<file path="src/rtl/srt4_host_seq_pkg.sv">
// Shared definitions for the srt4 host-side sequencer.
//   - default operand width and sequencing constants
//   - FSM state encoding (3-bit)
//   - counter width helper
package srt4_host_seq_pkg;

   localparam int W_DEF              = 8;
   localparam int DVD_CYCLES_DEF     = 2;
   localparam int TIMEOUT_CYCLES_DEF = 64;

   typedef enum logic [2:0] {
      ST_IDLE   = 3'd0,
      ST_BEGIN  = 3'd1,
      ST_LOAD_A = 3'd2,
      ST_WAIT   = 3'd3,
      ST_CAP_R  = 3'd4,
      ST_RESP   = 3'd5
   } state_t;

   // Bits needed to hold the larger of two terminal counts.
   function automatic int cnt_width(input int a, input int b);
      int m;
      m = (a > b) ? a : b;
      return (m < 2) ? 1 : $clog2(m + 1);
   endfunction

endpackage

</file>
<file path="src/rtl/srt4_host_seq_if.sv">
// Request/response port bundle of the srt4 host sequencer.
//   req_valid/req_ready      request handshake, operands req_dividend/req_divisor
//   rsp_valid/rsp_ready      response handshake, results rsp_quotient/rsp_remainder
//   rsp_error                timeout abort flag
// Modports: master = system side issuing requests, slave = sequencer.
interface srt4_host_seq_if #(parameter int W = srt4_host_seq_pkg::W_DEF);

   logic         req_valid;
   logic         req_ready;
   logic [W-1:0] req_dividend;
   logic [W-1:0] req_divisor;
   logic         rsp_valid;
   logic         rsp_ready;
   logic [W-1:0] rsp_quotient;
   logic [W-1:0] rsp_remainder;
   logic         rsp_error;

   modport master (
      output req_valid, req_dividend, req_divisor, rsp_ready,
      input  req_ready, rsp_valid, rsp_quotient, rsp_remainder, rsp_error
   );

   modport slave (
      input  req_valid, req_dividend, req_divisor, rsp_ready,
      output req_ready, rsp_valid, rsp_quotient, rsp_remainder, rsp_error
   );

endinterface

</file>
<file path="src/rtl/srt4_host_seq_cnt.sv">
// Load-zero / increment counter used by the host sequencer.
//   clk, rst_b  clock, asynchronous active-high reset
//   clr         load zero (wins over inc)
//   inc         increment by one
//   cnt         current count
module srt4_host_seq_cnt #(
   parameter int CW = 7
) (
   input  logic          clk,
   input  logic          rst_b,
   input  logic          clr,
   input  logic          inc,
   output logic [CW-1:0] cnt
);

   always_ff @(posedge clk or posedge rst_b) begin
      if (rst_b)    cnt <= '0;
      else if (clr) cnt <= '0;
      else if (inc) cnt <= cnt + 1'b1;
   end

endmodule

</file>
<file path="src/rtl/srt4_host_seq.sv">
// Host-side initiator for the srt4 divider. Accepts a (dividend, divisor)
// request, pulses beginSignal, presents the dividend then the divisor on
// inbus, waits for endSignal, captures quotient (end cycle) and remainder
// (following cycle) from outbus, and returns them on a valid/ready port.
// Values are copied bit-exact; no arithmetic is done here.
//
// Ports:
//   clk, rst_b      clock, asynchronous active-high reset (share rst_b with srt4)
//   host            slave side of srt4_host_seq_if (req_*/rsp_*)
//   beginSignal     one-cycle start pulse to the divider
//   inbus           operand bus to the divider
//   outbus          result bus from the divider
//   endSignal       divider done strobe
//
// Build option: define SRT4_HOST_TIMEOUT_EN to abort a WAIT lasting
// TIMEOUT_CYCLES with rsp_error=1 and all-ones results. Without it the
// sequencer waits indefinitely and rsp_error is constant 0.
module srt4_host_seq
   import srt4_host_seq_pkg::*;
#(
   parameter int W              = W_DEF,
   parameter int DVD_CYCLES     = DVD_CYCLES_DEF,
   parameter int TIMEOUT_CYCLES = TIMEOUT_CYCLES_DEF
) (
   input  logic         clk,
   input  logic         rst_b,
   srt4_host_seq_if.slave host,
   output logic         beginSignal,
   output logic [W-1:0] inbus,
   input  logic [W-1:0] outbus,
   input  logic         endSignal
);

   localparam int           CW       = cnt_width(DVD_CYCLES, TIMEOUT_CYCLES);
   localparam logic [CW-1:0] DVD_LAST = CW'(DVD_CYCLES - 1);

   state_t       state, state_n;
   logic         req_ready_r, req_ready_n;
   logic         begin_r, begin_n;
   logic [W-1:0] inbus_r, inbus_n;
   logic [W-1:0] divisor_r, divisor_n;
   logic         rsp_valid_r, rsp_valid_n;
   logic [W-1:0] quot_r, quot_n;
   logic [W-1:0] rem_r, rem_n;
   logic         cnt_clr, cnt_inc;
   logic [CW-1:0] cnt;
`ifdef SRT4_HOST_TIMEOUT_EN
   localparam logic [CW-1:0] TO_LAST = CW'(TIMEOUT_CYCLES - 1);
   logic         err_r, err_n;
`endif

   srt4_host_seq_cnt #(.CW(CW)) u_cnt (
      .clk   (clk),
      .rst_b (rst_b),
      .clr   (cnt_clr),
      .inc   (cnt_inc),
      .cnt   (cnt)
   );

   always_comb begin
      state_n     = state;
      req_ready_n = req_ready_r;
      begin_n     = 1'b0;
      inbus_n     = inbus_r;
      divisor_n   = divisor_r;
      rsp_valid_n = rsp_valid_r;
      quot_n      = quot_r;
      rem_n       = rem_r;
      cnt_clr     = 1'b0;
      cnt_inc     = 1'b0;
`ifdef SRT4_HOST_TIMEOUT_EN
      err_n       = err_r;
`endif
      case (state)
         ST_IDLE: begin
            cnt_clr = 1'b1;
            // req_ready is high throughout IDLE, so req_valid alone is the handshake.
            if (host.req_valid) begin
               inbus_n     = host.req_dividend;
               divisor_n   = host.req_divisor;
               begin_n     = 1'b1;
               req_ready_n = 1'b0;
`ifdef SRT4_HOST_TIMEOUT_EN
               err_n       = 1'b0;
`endif
               state_n     = ST_BEGIN;
            end
         end
         ST_BEGIN: begin
            // A single dividend cycle means the divisor follows the begin cycle directly.
            if (DVD_CYCLES <= 1) begin
               inbus_n = divisor_r;
               cnt_clr = 1'b1;
               state_n = ST_WAIT;
            end else begin
               cnt_inc = 1'b1;
               state_n = ST_LOAD_A;
            end
         end
         ST_LOAD_A: begin
            if (cnt >= DVD_LAST) begin
               inbus_n = divisor_r;
               cnt_clr = 1'b1;
               state_n = ST_WAIT;
            end else begin
               cnt_inc = 1'b1;
            end
         end
         ST_WAIT: begin
            if (endSignal) begin
               quot_n  = outbus;
               state_n = ST_CAP_R;
            end
`ifdef SRT4_HOST_TIMEOUT_EN
            else if (cnt == TO_LAST) begin
               quot_n      = '1;
               rem_n       = '1;
               err_n       = 1'b1;
               inbus_n     = '0;
               rsp_valid_n = 1'b1;
               state_n     = ST_RESP;
            end else begin
               cnt_inc = 1'b1;
            end
`endif
         end
         ST_CAP_R: begin
            rem_n       = outbus;
            inbus_n     = '0;
            rsp_valid_n = 1'b1;
            state_n     = ST_RESP;
         end
         ST_RESP: begin
            if (host.rsp_ready) begin
               rsp_valid_n = 1'b0;
               req_ready_n = 1'b1;
               state_n     = ST_IDLE;
            end
         end
         default: begin
            req_ready_n = 1'b1;
            rsp_valid_n = 1'b0;
            state_n     = ST_IDLE;
         end
      endcase
   end

   always_ff @(posedge clk or posedge rst_b) begin
      if (rst_b) begin
         state       <= ST_IDLE;
         req_ready_r <= 1'b1;
         begin_r     <= 1'b0;
         inbus_r     <= '0;
         rsp_valid_r <= 1'b0;
         quot_r      <= '0;
         rem_r       <= '0;
      end else begin
         state       <= state_n;
         req_ready_r <= req_ready_n;
         begin_r     <= begin_n;
         inbus_r     <= inbus_n;
         rsp_valid_r <= rsp_valid_n;
         quot_r      <= quot_n;
         rem_r       <= rem_n;
      end
   end

   // Latched divisor is internal and always reloaded before use.
   always_ff @(posedge clk) begin
      divisor_r <= divisor_n;
   end

`ifdef SRT4_HOST_TIMEOUT_EN
   always_ff @(posedge clk or posedge rst_b) begin
      if (rst_b) err_r <= 1'b0;
      else       err_r <= err_n;
   end
   assign host.rsp_error = err_r;
`else
   assign host.rsp_error = 1'b0;
`endif

   assign host.req_ready     = req_ready_r;
   assign host.rsp_valid     = rsp_valid_r;
   assign host.rsp_quotient  = quot_r;
   assign host.rsp_remainder = rem_r;
   assign beginSignal        = begin_r;
   assign inbus              = inbus_r;

endmodule

</file>
<file path="src/flat_wrapper.sv">
// flat-port wrapper written by rule: the top's interface ports become plain ports
module srt4_host_seq_flat import srt4_host_seq_pkg::*;
#(
   parameter int W              = W_DEF,
   parameter int DVD_CYCLES     = DVD_CYCLES_DEF,
   parameter int TIMEOUT_CYCLES = TIMEOUT_CYCLES_DEF
)
  (clk, rst_b, beginSignal, inbus, outbus, endSignal, host_req_valid, host_req_dividend, host_req_divisor, host_rsp_ready, host_req_ready, host_rsp_valid, host_rsp_quotient, host_rsp_remainder, host_rsp_error);
  srt4_host_seq_if #(.W(W)) host_i ();
  input  logic clk;
  input  logic rst_b;
  output logic beginSignal;
  output logic [W-1:0] inbus;
  input  logic [W-1:0] outbus;
  input  logic endSignal;
  input wire logic [$bits(host_i.req_valid)-1:0] host_req_valid;
  input wire logic [$bits(host_i.req_dividend)-1:0] host_req_dividend;
  input wire logic [$bits(host_i.req_divisor)-1:0] host_req_divisor;
  input wire logic [$bits(host_i.rsp_ready)-1:0] host_rsp_ready;
  output wire logic [$bits(host_i.req_ready)-1:0] host_req_ready;
  output wire logic [$bits(host_i.rsp_valid)-1:0] host_rsp_valid;
  output wire logic [$bits(host_i.rsp_quotient)-1:0] host_rsp_quotient;
  output wire logic [$bits(host_i.rsp_remainder)-1:0] host_rsp_remainder;
  output wire logic [$bits(host_i.rsp_error)-1:0] host_rsp_error;
  assign host_i.req_valid = host_req_valid;
  assign host_i.req_dividend = host_req_dividend;
  assign host_i.req_divisor = host_req_divisor;
  assign host_i.rsp_ready = host_rsp_ready;
  assign host_req_ready = host_i.req_ready;
  assign host_rsp_valid = host_i.rsp_valid;
  assign host_rsp_quotient = host_i.rsp_quotient;
  assign host_rsp_remainder = host_i.rsp_remainder;
  assign host_rsp_error = host_i.rsp_error;
  srt4_host_seq #(.W(W), .DVD_CYCLES(DVD_CYCLES), .TIMEOUT_CYCLES(TIMEOUT_CYCLES)) u_core (.clk(clk), .rst_b(rst_b), .host(host_i), .beginSignal(beginSignal), .inbus(inbus), .outbus(outbus), .endSignal(endSignal));
endmodule
</file>
<file path="config.mk">
export PLATFORM = sky130hd
export DESIGN_NAME = srt4_host_seq_flat
export DESIGN_NICKNAME = d
export VERILOG_FILES = /design/src/rtl/srt4_host_seq_pkg.sv /design/src/rtl/srt4_host_seq_if.sv /design/src/rtl/srt4_host_seq_cnt.sv /design/src/rtl/srt4_host_seq.sv /design/src/flat_wrapper.sv
export SDC_FILE = /design/constraint.sdc
export NUM_CORES = 1
export LEC_CHECK = 0
export ABC_CLOCK_PERIOD_IN_PS = 4110
export CORE_MARGIN = 5
export CORE_UTILIZATION = 30
export DETAILED_ROUTE_END_ITERATION = 10
export GPL_ROUTABILITY_DRIVEN = 0
export SLEW_MARGIN = 20
export SYNTH_ARGS = -nofsm -noshare
export SYNTH_HDL_FRONTEND = slang
export SYNTH_HIERARCHICAL = 1
export SYNTH_SLANG_ARGS = --single-unit
</file>
<file path="constraint.sdc">
create_clock -name clk -period 4.11 [get_ports clk]
set_input_delay 0.6165 -clock clk [delete_from_list [all_inputs] [get_ports clk]]
set_output_delay 0.6165 -clock clk [all_outputs]
set_load 0.1 [all_outputs]
</file>
After elaboration in Yosys (flattened, before gate mapping)
Cells that the tools add are included.

Flip-flop bits (word level): 45. Latch bits: 0. Bits in writable memories: 0. Bits in read-only memories: 0. Bits of input ports: 29. Logic and storage cells: 54. Memories: 0.

$add $sub $neg: 1. $mul: 0. Divide/modulo/power cells: 0. Order comparisons: 1. Equal/unequal tests: 9. Shift operators: 0. Muxes and demuxes: 21. Bitwise gates (word level): 2. Reduce and logical (&&, ||, !) cells: 11.

Operators with widths (number): one-hot mux 8 bit (3 select lines) (1); one-hot mux 3 bit (6 select lines) (1); two-way mux 8 bit (2); two-way mux 7 bit (2); two-way mux 3 bit (4); OR reduction 4 bit (2); adder 7 x 1 -> 7 bit, second input constant (1); >= comparator 7 x 1 -> 1 bit, second input constant (1); two-way mux 1 bit (7); equality test 3 x 2 -> 1 bit, second input constant (2); equality test 3 bit, second input constant (2); != test 2 bit, second input constant (3); one-hot mux 1 bit (3 select lines) (2); AND reduction 2 bit (3); AND reduction 3 bit (2); one-hot mux 1 bit (2 select lines) (2); AND reduction 4 bit (1); equality test 3 x 1 -> 1 bit, second input constant (1); logical NOT 3 bit (1); nonzero test 3 bit (1); != test 2 x 1 -> 1 bit, second input constant (1); NOT 1 bit (2); nonzero test 2 bit (1).

Depth between registers and ports, before layout
Depth in word-level cells: 5. Mapped depth: 7. Gate-level depth less buffers: 7.

Hierarchy
Netlist, hierarchy kept.

By module, submodules not included: srt4_host_seq (instances 1, cells each 137, area each 1725.4 µm², seq. area each 992.2 µm²); srt4_host_seq_cnt (instances 1, cells each 30, area each 311.5 µm², seq. area each 175.2 µm²).

Worst setup path before layout
Ideal clock, no wire load.

Path type: register to register. Start: register u_core.u_cnt.cnt[3]. End: register u_core.u_cnt.cnt[6]. Setup time: 0.078 ns. Arrival time: 2.007 ns. Path slack: 2.025 ns. Stages on the path, launching flop included: 8. Path through: dfrtp_1 > nor4_4 > nand3_1 > mux2_2 > nor2_1 > nand4_1 > or3_1 > a21oi_1.

Word-level cells in the longest chain between the ends: 4.

RTL lines: from (decl) (RTL line srt4_host_seq_cnt.sv:13) `output logic [CW-1:0] cnt`; from (signal assigned) (RTL line srt4_host_seq_cnt.sv:19) `else if (inc) cnt <= cnt + 1'b1;`; >= comparator 7 x 1 -> 1 bit (RTL line srt4_host_seq.sv:101) `if (cnt >= DVD_LAST) begin`; two-way mux 1 bit (RTL line srt4_host_seq.sv:101); one-hot mux 1 bit (2 select lines) (RTL line srt4_host_seq.sv:74) `case (state)`; net u_core.cnt_inc (RTL line srt4_host_seq.sv:45) `logic cnt_clr, cnt_inc;`; nonzero test 2 bit (no source line).

The timed path passes the listed nets, and every way through them passes these cells. The select of a mux whose other input is x is not followed. A chain may end at the register's enable or synchronous reset.

Worst setup path after layout
Start: register u_core.req_ready_r (netlist: u_core/host.req_ready). End: output host_req_ready.

RTL lines: from (decl) (RTL line srt4_host_seq.sv:38) `logic req_ready_r, req_ready_n;`; from (signal assigned) (RTL line srt4_host_seq.sv:159) `req_ready_r <= req_ready_n;`; to (decl) (RTL line flat_wrapper.sv:20) `output wire logic [$bits(host_i.req_ready)-1:0] host_req_ready;`.

No word-level cell between the ends.

==> flow_summary.yaml <==
critical_path:
  r2r_slack_ns: 1.78
  worstPathRequired_ns: 3.49
  critPathTopFamily: "buffers and inverters"
  r2r_end: "u_core/u_cnt/cnt[5]"
  worst_path_max_delay_cell: "clkdlybuf4s50_1"
  worstSetupPathType: "reg -> out"
  path_cells: "clkdlybuf4s50_1"
  reg2regPathDepth: 6
  critPathLaunchType: "flop"
  cp-end-kind: "output port"
  r2r-start: "u_core/state[1]"
  critPathArrivalTime_ns: 1.97
  slowest_delay_ns: 1.13
  critPathBufInv: 1
  crit_fanout: 4
synth:
  netlist_area_mm2: 0.00204
  synth_common_cells: "dfrtp_1, mux2_2, o21ai_0"
  synth-seq-cells: 45
  synth_area_leaders: "dfrtp_1, mux2_2, edfxtp_1, o21ai_0, a21oi_1"
  synth.most_common_cell: "dfrtp_1"
  ys.flop_type: "dfrtp_1"
  synthArstFlopShare_pct: 82.2
  ys_seq_area_share_pct: 57.3
  synth_edf_count: 8
  synth.avg_cell_area_um2: 12.2
  yosys.cell_types.count: 39
  syn_inst: 167
  synth.largest_area_cell: "dfrtp_1"
  synth_top_area_share_pct: 44.2
  synth_fp_nets: 197
  ys_warn_count: 6
grt:
  overflow: 0
  grt_pass1_wl_um: 7290
  grt_antenna_before_repair: 0
  grt_max_degree: 31
  grt.total_usage_pct: 10.8
  first_global_vias: 1455
die:
  die_h_um: 92.4
  start_util_pct: 30.3
  core_mm2: 0.00672
  num_rows: 30
  ios: 57
  die-area_mm2: 0.00854
  die_width_um: 92.4
finish:
  finalNonFillerCells: 304
  area_delta_synth_final_pct: 34.0
  fill_cells: 640
  layout-drive-gt1-share_pct: 17.4
  layout.nets: 253
  antenna_cells: 0
timing:
  slew_headroom_pct: 29.8
  fin_skew_ns: 0.00998
  drv_slew: 0
  setup_viol: 0
  period_needed_ns: 2.59
  period_share_pct: 63.0
  worst_slew_pin_slew_ns: 1.04
  fmaxAchievable_mhz: 386
  rsz0062_at_grt: "false"
  fin_setup_tns_ns: 0
  hold_viol: 0
clock_network:
  cts_resized: 0
  clk_latency_ns: 0.29
  cts_setup_buffers: 0
  hold_buffers: 0
  cts_tree: "yes"
  clkTransAtPathRegs_ns: 0.08
  cts-buffers-inserted: 5
  clock_sinks: 45
  clockBufferDepth: 2
  clockRootBuffer: "clkbuf_8"
  cts-htree-levels: 2
routing:
  first_pass_iters: 4
  drt-initial-drc-count: 27
  ant_nets: 0
  viasPerCell: 4.58
  drc: 0
  num_vias: 1393
  routed_wl_um: 4350
  wl_per_cell_um: 14.3
placed_design:
  port_buffers: 55
  dp_cells: 296
  place_hpwl_um: 3210
outcome:
  run_status: "finished, final reports clean"
min_path:
  worstHoldStart: "u_core/host.rsp_quotient[3]"
  hold_class: "reg -> reg"
  whs_endpoint: "u_core/host.rsp_quotient[3]"
  whs_path_depth: 1
job:
  max_cap_viol_count: 0
==> cell families (layout without fill, tap and decap cells) <==
group / Yosys count / after routing / synth area share [%]
XOR/XNOR: 4 / 4 / 1.72
other: 1 / 1 / 0.184
adder cells (fa/ha/maj): 1 / 1 / 0.614
AND/OR/NAND/NOR: 47 / 47 / 13.1
flip-flops: 45 / 45 / 57.3
multiplexers: 26 / 26 / 14.3
buffers and inverters: 12 / 69 / 3.56
AO/OA/AOI/OAI: 31 / 31 / 9.15
==> layout make-up <==
class	instances	area [µm²]	area share, %
flip-flops and latches	45	1170	42.8
clock buffers	7	76.3	2.80
multi-input cells	110	803	29.4
repair buffers	56	558	20.4
inverters	5	18.8	0.688
clock inverters	1	5.00	0.183
well taps	80	100	3.67
==> registers in the layout (all words and copies together) (netlist names) <==
name,count
u_core/beginSignal,1
u_core/divisor_r,8
u_core/host.req_ready,1
u_core/host.rsp_quotient,8
u_core/host.rsp_remainder,8
u_core/host.rsp_valid,1
u_core/inbus,8
u_core/state,3
u_core/u_cnt/cnt,7
==> through the flow <==
stage	utilization, %	cell area [µm²]	hold slack, ns	setup slack (ns)
final	40.6	2730	0.507	1.52
after global routing	40.6	2730	0.532	1.47
after CTS	40.6	2730	0.510	1.50
after detailed placement	39.4	2650	0.492	1.74
after global placement	39.4	2650	0.488	1.81
after floorplan	-	2040	0.420	2.03
==> layer usage <==
| layer | vias to the layer above | global-route usage, % | part of all wire (%) |
|---|---|---|---|
| met5 | - | 0 | 0 |
| met4 | 0 | 3.34 | 0.87 |
| met3 | 2 | 3.25 | 5.4 |
| met2 | 34 | 17.4 | 49 |
| met1 | 663 | 13.9 | 45 |
| li1 | 694 | - | - |
==> how the worst max path moves through the flow <==
stage	start	endpoint	slack, ns	cells after the start
finish	u_core/host.req_ready	host_req_ready	1.52	1
global route	u_core/host.req_ready	host_req_ready	1.47	1
CTS	u_core/host.req_ready	host_req_ready	1.50	1
detailed placement	host_req_valid	u_core/divisor_r[6]	1.74	3
global placement	host_req_valid	u_core/divisor_r[2]	1.81	3
floorplan	u_core/u_cnt/cnt[3]	u_core/u_cnt/cnt[6]	2.03	7
==> cell usage in the layout, fill, tap and decap left out, types with 2 or more instances in the layout <==
cell              n
nor2_1           10
clkdlybuf4s50_1  55
clkbuf_1          2
mux2_2           25
inv_1             5
clkbuf_8          5
nor2b_1           3
edfxtp_1          8
o21ai_0          13
xor2_1            3
nand2_1          12
nor3_1            2
a21oi_1          11
dfrtp_1          36
nand4_1           2
and2_1            2
and2b_1           6
or3_1             2
Power is not shown: default switching activity piles up to over one toggle a cycle in this logic, so the estimate is an artifact.
